## src/rtl/softmax_pkg.sv

```systemverilog
// Shared softmax constants, FSM encoding and the exponent-term definition.
// The adder tree and the normalizer both call exp_term so the two stay consistent.
package softmax_pkg;
    localparam int N_CLASS    = 65;
    localparam int SCORE_W    = 8;
    localparam int SUM_W      = 24;
    localparam int EXP_W      = 16;
    localparam int PROB_W     = 16;
    localparam int BIAS       = 7;
    localparam int DIV_CYCLES = 17;
    localparam int IDX_W      = 7;

    typedef enum logic [1:0] {
        IDLE = 2'd0,
        LOAD = 2'd1,
        DIV  = 2'd2,
        OUT  = 2'd3
    } state_t;

    // 2^(score-BIAS) in Q1.15; scores above BIAS saturate, far-negative ones underflow to 0.
    function automatic logic [EXP_W-1:0] exp_term(input logic [SCORE_W-1:0] score);
        logic [SCORE_W-1:0] d;
        d = SCORE_W'(BIAS) - score;
        if (d[SCORE_W-1])
            return '1;
        else if (d >= SCORE_W'(EXP_W))
            return '0;
        else
            return 16'h8000 >> d;
    endfunction
endpackage

```

## src/rtl/softmax_div_serial.sv

```systemverilog
// Restoring divider: 32-bit dividend / 24-bit divisor, one quotient bit per cycle for 17 cycles.
// done is asserted during the final step; result is the saturated quotient of that step.
module softmax_div_serial
    import softmax_pkg::*;
(
    input  logic              aclk,
    input  logic              rst_n,
    input  logic              start,
    input  logic [31:0]       dividend,
    input  logic [SUM_W-1:0]  divisor,
    output logic              busy,
    output logic              done,
    output logic [PROB_W-1:0] result
);
    logic [SUM_W:0]   rem;
    logic [16:0]      dvd_lo;
    logic [16:0]      quo;
    logic [SUM_W-1:0] divisor_q;
    logic             div_zero;
    logic [4:0]       cnt;

    logic [SUM_W:0]   trial;
    logic [SUM_W:0]   diff;
    logic             ge;
    logic [SUM_W:0]   rem_nxt;
    logic [16:0]      quo_nxt;

    // rem[SUM_W] is the bit shifted out of the trial; if set the trial certainly covers the divisor.
    always_comb begin
        trial   = {rem[SUM_W-1:0], dvd_lo[16]};
        diff    = trial - {1'b0, divisor_q};
        ge      = rem[SUM_W] | (trial >= {1'b0, divisor_q});
        rem_nxt = ge ? diff : trial;
        quo_nxt = {quo[15:0], ge};
    end

    assign done = busy && (cnt == 5'(DIV_CYCLES - 1));

    always_comb begin
        result = '0;
        if (!div_zero)
            result = quo_nxt[16] ? '1 : quo_nxt[15:0];
    end

    always_ff @(posedge aclk) begin
        if (!rst_n) begin
            rem       <= '0;
            dvd_lo    <= '0;
            quo       <= '0;
            divisor_q <= '0;
            div_zero  <= 1'b0;
            cnt       <= '0;
            busy      <= 1'b0;
        end else if (start) begin
            // Upper dividend bits pre-load the remainder so only 17 quotient bits are developed.
            rem       <= {10'd0, dividend[31:17]};
            dvd_lo    <= dividend[16:0];
            quo       <= '0;
            divisor_q <= divisor;
            div_zero  <= (divisor == '0);
            cnt       <= '0;
            busy      <= 1'b1;
        end else if (busy) begin
            rem    <= rem_nxt;
            quo    <= quo_nxt;
            dvd_lo <= {dvd_lo[15:0], 1'b0};
            cnt    <= cnt + 5'd1;
            if (done)
                busy <= 1'b0;
        end
    end
endmodule

```

## src/rtl/softmax_normalizer.sv

```systemverilog
// Softmax back end: captures sum and scores, divides each class term by the sum, streams 65 probabilities.
// 19 cycles per beat; div_ready stalls the adder tree outside IDLE, prob_ready=0 holds the beat.
module softmax_normalizer
    import softmax_pkg::*;
(
    input  logic                       aclk,
    input  logic                       rst_n,
    input  logic [SUM_W-1:0]           sum_in,
    input  logic                       sum_valid,
    input  logic [N_CLASS*SCORE_W-1:0] score_in,
    output logic                       div_ready,
    output logic [PROB_W-1:0]          prob_data,
    output logic [IDX_W-1:0]           prob_idx,
    output logic                       prob_last,
    output logic                       prob_valid,
    input  logic                       prob_ready
);
    state_t             state;
    state_t             state_nxt;
    logic [IDX_W-1:0]   idx;
    logic [SUM_W-1:0]   sum_q;
    logic [SCORE_W-1:0] score_q [N_CLASS];

    logic               div_start;
    logic               div_busy;
    logic               div_done;
    logic [PROB_W-1:0]  div_result;
    logic [EXP_W-1:0]   exp_cur;
    logic               accept;
    logic               handshake;
    logic               at_last;

    assign exp_cur   = exp_term(score_q[idx]);
    assign accept    = (state == IDLE) && sum_valid;
    assign handshake = (state == OUT) && prob_ready;
    assign at_last   = (idx == IDX_W'(N_CLASS - 1));

    always_ff @(posedge aclk) begin
        if (!rst_n)
            state <= IDLE;
        else
            state <= state_nxt;
    end

    always_comb begin
        state_nxt = state;
        case (state)
            IDLE: if (sum_valid) state_nxt = LOAD;
            LOAD: state_nxt = DIV;
            DIV:  if (div_done || !div_busy) state_nxt = OUT;
            OUT:  if (prob_ready) state_nxt = at_last ? IDLE : LOAD;
            default: state_nxt = IDLE;
        endcase
    end

    always_comb begin
        div_ready  = (state == IDLE);
        div_start  = (state == LOAD);
        prob_valid = (state == OUT);
    end

    always_ff @(posedge aclk) begin
        if (!rst_n) begin
            idx       <= '0;
            prob_data <= '0;
            prob_idx  <= '0;
            prob_last <= 1'b0;
        end else begin
            if (accept)
                idx <= '0;
            else if (handshake && !at_last)
                idx <= idx + IDX_W'(1);
            if (state == DIV && state_nxt == OUT) begin
                prob_data <= div_result;
                prob_idx  <= idx;
                prob_last <= at_last;
            end
        end
    end

    // Data-only capture; contents are always written before they are read.
    always_ff @(posedge aclk) begin
        if (accept) begin
            sum_q <= sum_in;
            for (int i = 0; i < N_CLASS; i++)
                score_q[i] <= score_in[i*SCORE_W +: SCORE_W];
        end
    end

    softmax_div_serial u_div (
        .aclk     (aclk),
        .rst_n    (rst_n),
        .start    (div_start),
        .dividend ({exp_cur, 16'h0000}),
        .divisor  (sum_q),
        .busy     (div_busy),
        .done     (div_done),
        .result   (div_result)
    );
endmodule

```

## config.mk

```make
export PLATFORM = sky130hd
export DESIGN_NAME = softmax_normalizer
export DESIGN_NICKNAME = d
export VERILOG_FILES = /design/src/rtl/softmax_pkg.sv /design/src/rtl/softmax_div_serial.sv /design/src/rtl/softmax_normalizer.sv
export SDC_FILE = /design/constraint.sdc
export NUM_CORES = 1
export LEC_CHECK = 0
export ABC_AREA = 1
export CAP_MARGIN = 20
export CELL_PAD_IN_SITES_DETAIL_PLACEMENT = 0
export CELL_PAD_IN_SITES_GLOBAL_PLACEMENT = 1
export CORE_MARGIN = 2
export CORE_UTILIZATION = 40
export CTS_CLUSTER_DIAMETER = 80
export DETAILED_ROUTE_END_ITERATION = 10
export PLACE_DENSITY_LB_ADDON = 0.1
export SLEW_MARGIN = 10
export SYNTH_ARGS = -nofsm -noshare
export SYNTH_HDL_FRONTEND = slang
export SYNTH_SLANG_ARGS = --single-unit
```

## constraint.sdc

```tcl
create_clock -name aclk -period 15.4 [get_ports aclk]
set_input_delay 1.54 -clock aclk [delete_from_list [all_inputs] [get_ports aclk]]
set_output_delay 1.54 -clock aclk [all_outputs]
set_load 0.05 [all_outputs]
```

* Yosys cells after proc, flatten, opt, wreduce, memory -nomap -nowiden
Memories as Yosys holds them, arrays and structs flattened. A register that Yosys moved wholly into a read port is not among the register bits.
Cells that the tools add are included.
** Word-level totals
- Register bits after elaboration :: 130
- Bits in writable memories :: 520
- Output and inout bits :: 26
- Memories :: 1
** Operators by class
- Add/subtract/negate cells :: 4
- Order comparisons :: 2
- Equal/unequal tests :: 6
- Shift-type cells :: 1
- Multiplexer cells :: 21
- Bitwise operators :: 2
- Reduce and logical (&&, ||, !) cells :: 13
** Memories
- score_q :: depth 65, bits a word 8, rd ports 1, clocked after memory_dff 1, write ports 65, RTL line softmax_normalizer.sv:22 : logic [SCORE_W-1:0] score_q [N_CLASS];
** Operator list (count)
- 16-bit two-way mux :: 4
- 17-bit two-way mux :: 2
- 15-bit two-way mux :: 2
- 25-bit by 24-bit greater-or-equal comparator with 1-bit output :: 1
- 25-bit two-way mux :: 1
- 25-bit by 24-bit subtractor with 25-bit output :: 1
- 24-bit logical NOT :: 1
- 16-bit by 8-bit right shift with 16-bit output, first input constant :: 1
- 7-bit two-way mux :: 2
- 8-bit by 5-bit greater-or-equal comparator with 1-bit output, second input constant :: 1
- 2-bit case mux with 4 select lines :: 1
- 3-bit by 8-bit subtractor with 8-bit output, first input constant :: 1
- 7-bit by 1-bit adder with 7-bit output, second input constant :: 1
- 7-bit equality test, second input constant :: 1
- 2-bit equality test, second input constant :: 3
- 1-bit two-way mux :: 6
- 2-bit two-way mux :: 3
- 5-bit by 1-bit adder with 5-bit output, second input constant :: 1
- 5-bit equality test, second input constant :: 1
- 1-bit logical AND :: 5
- 2-bit OR reduction :: 2
- 2-bit by 1-bit equality test with 1-bit output, second input constant :: 1
- 1-bit logical NOT :: 2
- 2-bit logical NOT :: 1
- other kinds (4) :: 4

* Longest topological paths before layout
- Depth in word-level cells :: 7
- Gate-level depth with buffers :: 26
- Gate-level depth less buffers :: 23

* Hierarchy
From an unflattened synthesis, not the netlist that was laid out.
** Second synthesis, totals
- Cells, all modules :: 2871
- Area total of the unflattened synthesis :: 29021.6 sq um
** By module, submodules not included
- softmax_normalizer :: instances 1, cells each 1919, area each 23069.6 sq um, sequential area each 17136.4 sq um
- softmax_div_serial :: instances 1, cells each 952, area each 5952.0 sq um, sequential area each 1781.7 sq um

* Worst setup path before layout
Ideal clock, no wire load.
- Kind :: input-to-reg
- From :: input port sum_valid
- To :: register (tool-made name)
- Data arrival time :: 13507 ps
- Data required time :: 15259 ps
- Path slack :: 1752 ps
- Stages on the path :: 5
- Buffers on the path :: 0
- Cell sequence :: nand2_1 -> inv_1 -> nor2_1 -> inv_1 -> nor3b_1
** RTL lines
- from (decl) :: RTL line softmax_normalizer.sv:9 : input logic sum_valid,

==> results by group <==
Power and ir drop
  – Net Sw Power: 1.177 mW
  – Comb pwr share: 15.6%
  – Pwr Density: around 130 mW/mm^2
  – Worst VDD drop: 0.07759 mV
  – Cell-internal power: 3.418 mW
  – Lkg Pwr: 13.21 nW
  – Switching Share: 25.62%
  – Reg power frac: 47.4%
  – Clock Power Share: 37.1%

Drt
  – First-pass detailed-route iteration total: 7
  – WL per Instance: 21.54 um
  – First-iteration detailed-routing DRC count: 1713
  – Routed vias: 20720
  – Vias per cell: ~5.2
  – ANT nets after route: 0
  – # DRC: 0
  – Routed Wire Length: 85980 um

Timing
  – Min Clock Period, post-route: between 4 and 5 ns
  – RSZ-0062 raised after global routing: false
  – Sum of negative setup slack: 0 ns
  – Worst-Margin Slew: 1.122 ns
  – Worst relative slew slack: 25.20%
  – Finish-stage setup viols: 0
  – Worst Clk Skew: 0.02803 ns
  – FMAX: 0.2058 GHz
  – Slew Viols, Final: 0
  – Final hold viol count: 0
  – Final period util: 31.56%
  – Final worst slack: 10.54 ns

Placement
  – # port buffers: 573
  – Dpl cell area: 0.03366 mm^2
  – Placed insts: 3843
  – GPL Wtd Cong: 0.8552
  – Dpl ws: 10.16 ns
  – Detailed Place HPWL: 59690 um

Logic synthesis
  – Synth cell types: between 40 and 50
  – Yosys warns: 0
  – Ys async rst share: 0%
  – Synthesized instance count: 2518
  – Top_reg_cell synth: edfxtp_1
  – EDFF count, synth: 544
  – Yosys reg bits: 657
  – Syn_area_per_cell: 10.88 um^2
  – Syn Nets: 3097
  – Sequential-to-total area share from yosys stat: 67.87%
  – Area of the mapped netlist: 0.02740 mm^2

Die
  – Die Footprint: 0.07062 mm^2
  – IO Count: 574
  – Starting Density: 40.59%
  – Core area: 0.06751 mm^2
  – Cell Rows: between 90 and 100
  – Die extent in x: 265.7 um
  – Height of the die: 265.7 um

Final layout
  – Fillers: 5879
  – Share of cells above drive strength 1: 4.998%
  – Most frequent cells in the layout: 745 x nand2_1, 573 x clkdlybuf4s50_1, 544 x edfxtp_1
  – Area grow syn2layout: 31.46%
  – Finished Layout Cells: between 3000 and 4000
  – Post-route cell area: 0.03602 mm^2
  – Commonest non-fill, non-tap cell in the layout: nand2_1
  – Nets: roughly 3600

Clocking
  – TritonCTS clock tree: done
  – CTS Buf Count: 72
  – Cts repair resizes: 0
  – Clock transition at path regs: 0.06 ns
  – CTS Hold Bufs: 0
  – Post-CTS Setup Bufs: 0
  – CTS root buffer: clkbuf_16
  – Bufs on Longest Clock Path: 3
  – Clock sinks: 657
  – Worst-skew pair later-pin latency: between 0.6 and 0.7 ns
  – H-tree levels: 3

Job
  – Max cap viols: 0

Critical path
  – R2r endpoint: u_div.rem[12]$_SDFFE_PN0P_
  – CP Capture Type: register
  – Reg2Reg Depth: 19
  – CP max stage cell: buf_4
  – Flop2flop setup slack: 10.54 ns
  – Critical path's largest stage delay: a little over 0.9 ns
  – End point of the critical path: u_div.rem[12]$_SDFFE_PN0P_
  – Critical path class: reg -> reg
  – Top cell by count, worst path: nand3_1
  – CP Launch Type: register
  – CP Cell Sequence: inv_4, buf_4, nand3_1, nand3_1, nand3_1, nand3_1, nand2_1, nand2_1, nand3_1, nand2_1, ha_1, nand4_1, nand2_2, inv_2, nor2_8, nand4_1, o21ai_1, nand2_1, a21oi_1
  – Critical Path Fanout Max: 76
  – Worst endpoint required time: approximately 16 ns
  – CP arrival: 5.38 ns

GRT
  – Total global-route track usage: 23.91%
  – Largest net degree at the start of global routing: 173
  – Global-route wire length before repair: 125700 um
  – Global route overflow: 0
  – Vias in the first global route: 20696
  – Initial antenna violation count: 23

Status
  – Status: finished, final reports clean

Min path
  – Worst min path class: reg -> reg
[Yosys cell counts, drive strengths merged, types with 3 or more instances]
master	number	area, um^2
dfxtp	113	2262
a21oi	131	655.6
or2	8	50.05
buf	113	666.9
o211ai	7	52.55
edfxtp	544	16340
clkbuf	28	105.1
nor2	44	196.4
xnor2	10	87.58
a31oi	8	50.05
nand2	751	2839
nand4	13	81.33
nor3	8	40.04
o21a	3	22.52
ha	30	375.4
nand3	496	2517
xor2	11	96.34
inv	89	336.6
nor4	9	56.30
o21ai	83	419.2
[stage by stage]
| step | power [mW] | hold WS, ns | utilization, % |
|---|---|---|---|
| final | 4.596 | 0.4620 | 53.36 |
| after global placement | 2.917 | 0.4599 | 49.81 |
| after CTS | 4.636 | 0.4655 | 53.29 |
| after detailed placement | 2.931 | 0.4568 | 49.85 |
| after global routing | 4.802 | 0.4795 | 53.34 |
| after floorplan | 2.718 | 0.4289 | - |
[registers in the layout (all words and copies together), names as in the netlist, named ones only]
signal	cells
state	2
prob_idx	7
prob_last	1
u_div.cnt	5
score_q	520
prob_data	16
u_div.dvd_lo	1
idx	7
u_div.div_zero	1
sum_q	24
u_div.rem	25
u_div.divisor_q	24
u_div.busy	1
u_div.quo	16
[worst min-delay path by stage]
stage | end | depth (start not counted) | from | slack [ns]
after floorplan | u_div.div_zero$_SDFFE_PN0P_ | 2 | u_div.div_zero$_SDFFE_PN0P_ | 0.43
after global placement | prob_data[15]$_SDFFE_PN0P_ | 2 | prob_data[15]$_SDFFE_PN0P_ | 0.46
after detailed placement | prob_data[15]$_SDFFE_PN0P_ | 2 | prob_data[15]$_SDFFE_PN0P_ | 0.46
after CTS | prob_data[15]$_SDFFE_PN0P_ | 2 | prob_data[15]$_SDFFE_PN0P_ | 0.47
after global routing | prob_data[15]$_SDFFE_PN0P_ | 2 | prob_data[15]$_SDFFE_PN0P_ | 0.48
final | prob_data[15]$_SDFFE_PN0P_ | 2 | prob_data[15]$_SDFFE_PN0P_ | 0.46
[per-layer routing]
metal | wire length (um) | GRT usage [%] | vias to the layer above
met4 | 2082 | 8.321 | 16
li1 | - | - | 9916
met2 | 43400 | 41.13 | 693
met3 | 5752 | 4.566 | 120
met5 | 90 | 0 | -
met1 | 34660 | 30.18 | 9975
[power groups by stage]
stage               Combinational, mW  Clock, mW  Sequential (mW)
floorplan                       0.432          0             2.29
global placement                0.707          0             2.21
detailed placement              0.718          0             2.21
CTS                             0.721       1.74             2.18
global route                    0.799       1.81             2.19
finish                          0.716       1.70             2.18
[worst max-delay path, delay by kind of cell, from the launching register on]
kind                       cells  cell delay, ns
buffers and inverters          3            1.71
DFF                            1            0.52
AOI/OAI and AO/OA              2            0.30
and+or+nand+nor               13            1.82
adders and majority gates      1            0.24
[cell families after synthesis]
| logic type | synth area share (%) |
|---|---|
| adder cells (fa/ha/maj) | 1.443 |
| XOR/XNOR | 0.6712 |
| buffers and inverters | 4.073 |
| AND/OR/NAND/NOR | 21.24 |
| flip-flops | 67.87 |
| AO/OA/AOI/OAI | 4.703 |
[cell type report]
type	instances	area (um^2)	share of cell area (%)
timing repair buffer	593	5906	16.39
clock buffer	100	1969	5.467
tap	873	1092	3.032
multi-input combinational	1629	7689	21.34
antenna	18	45.04	0.1250
inverter	91	360.3	1.000
clock inverter	31	352.8	0.9794
sequential	657	18610	51.66
(Power assumes the default switching activity.)
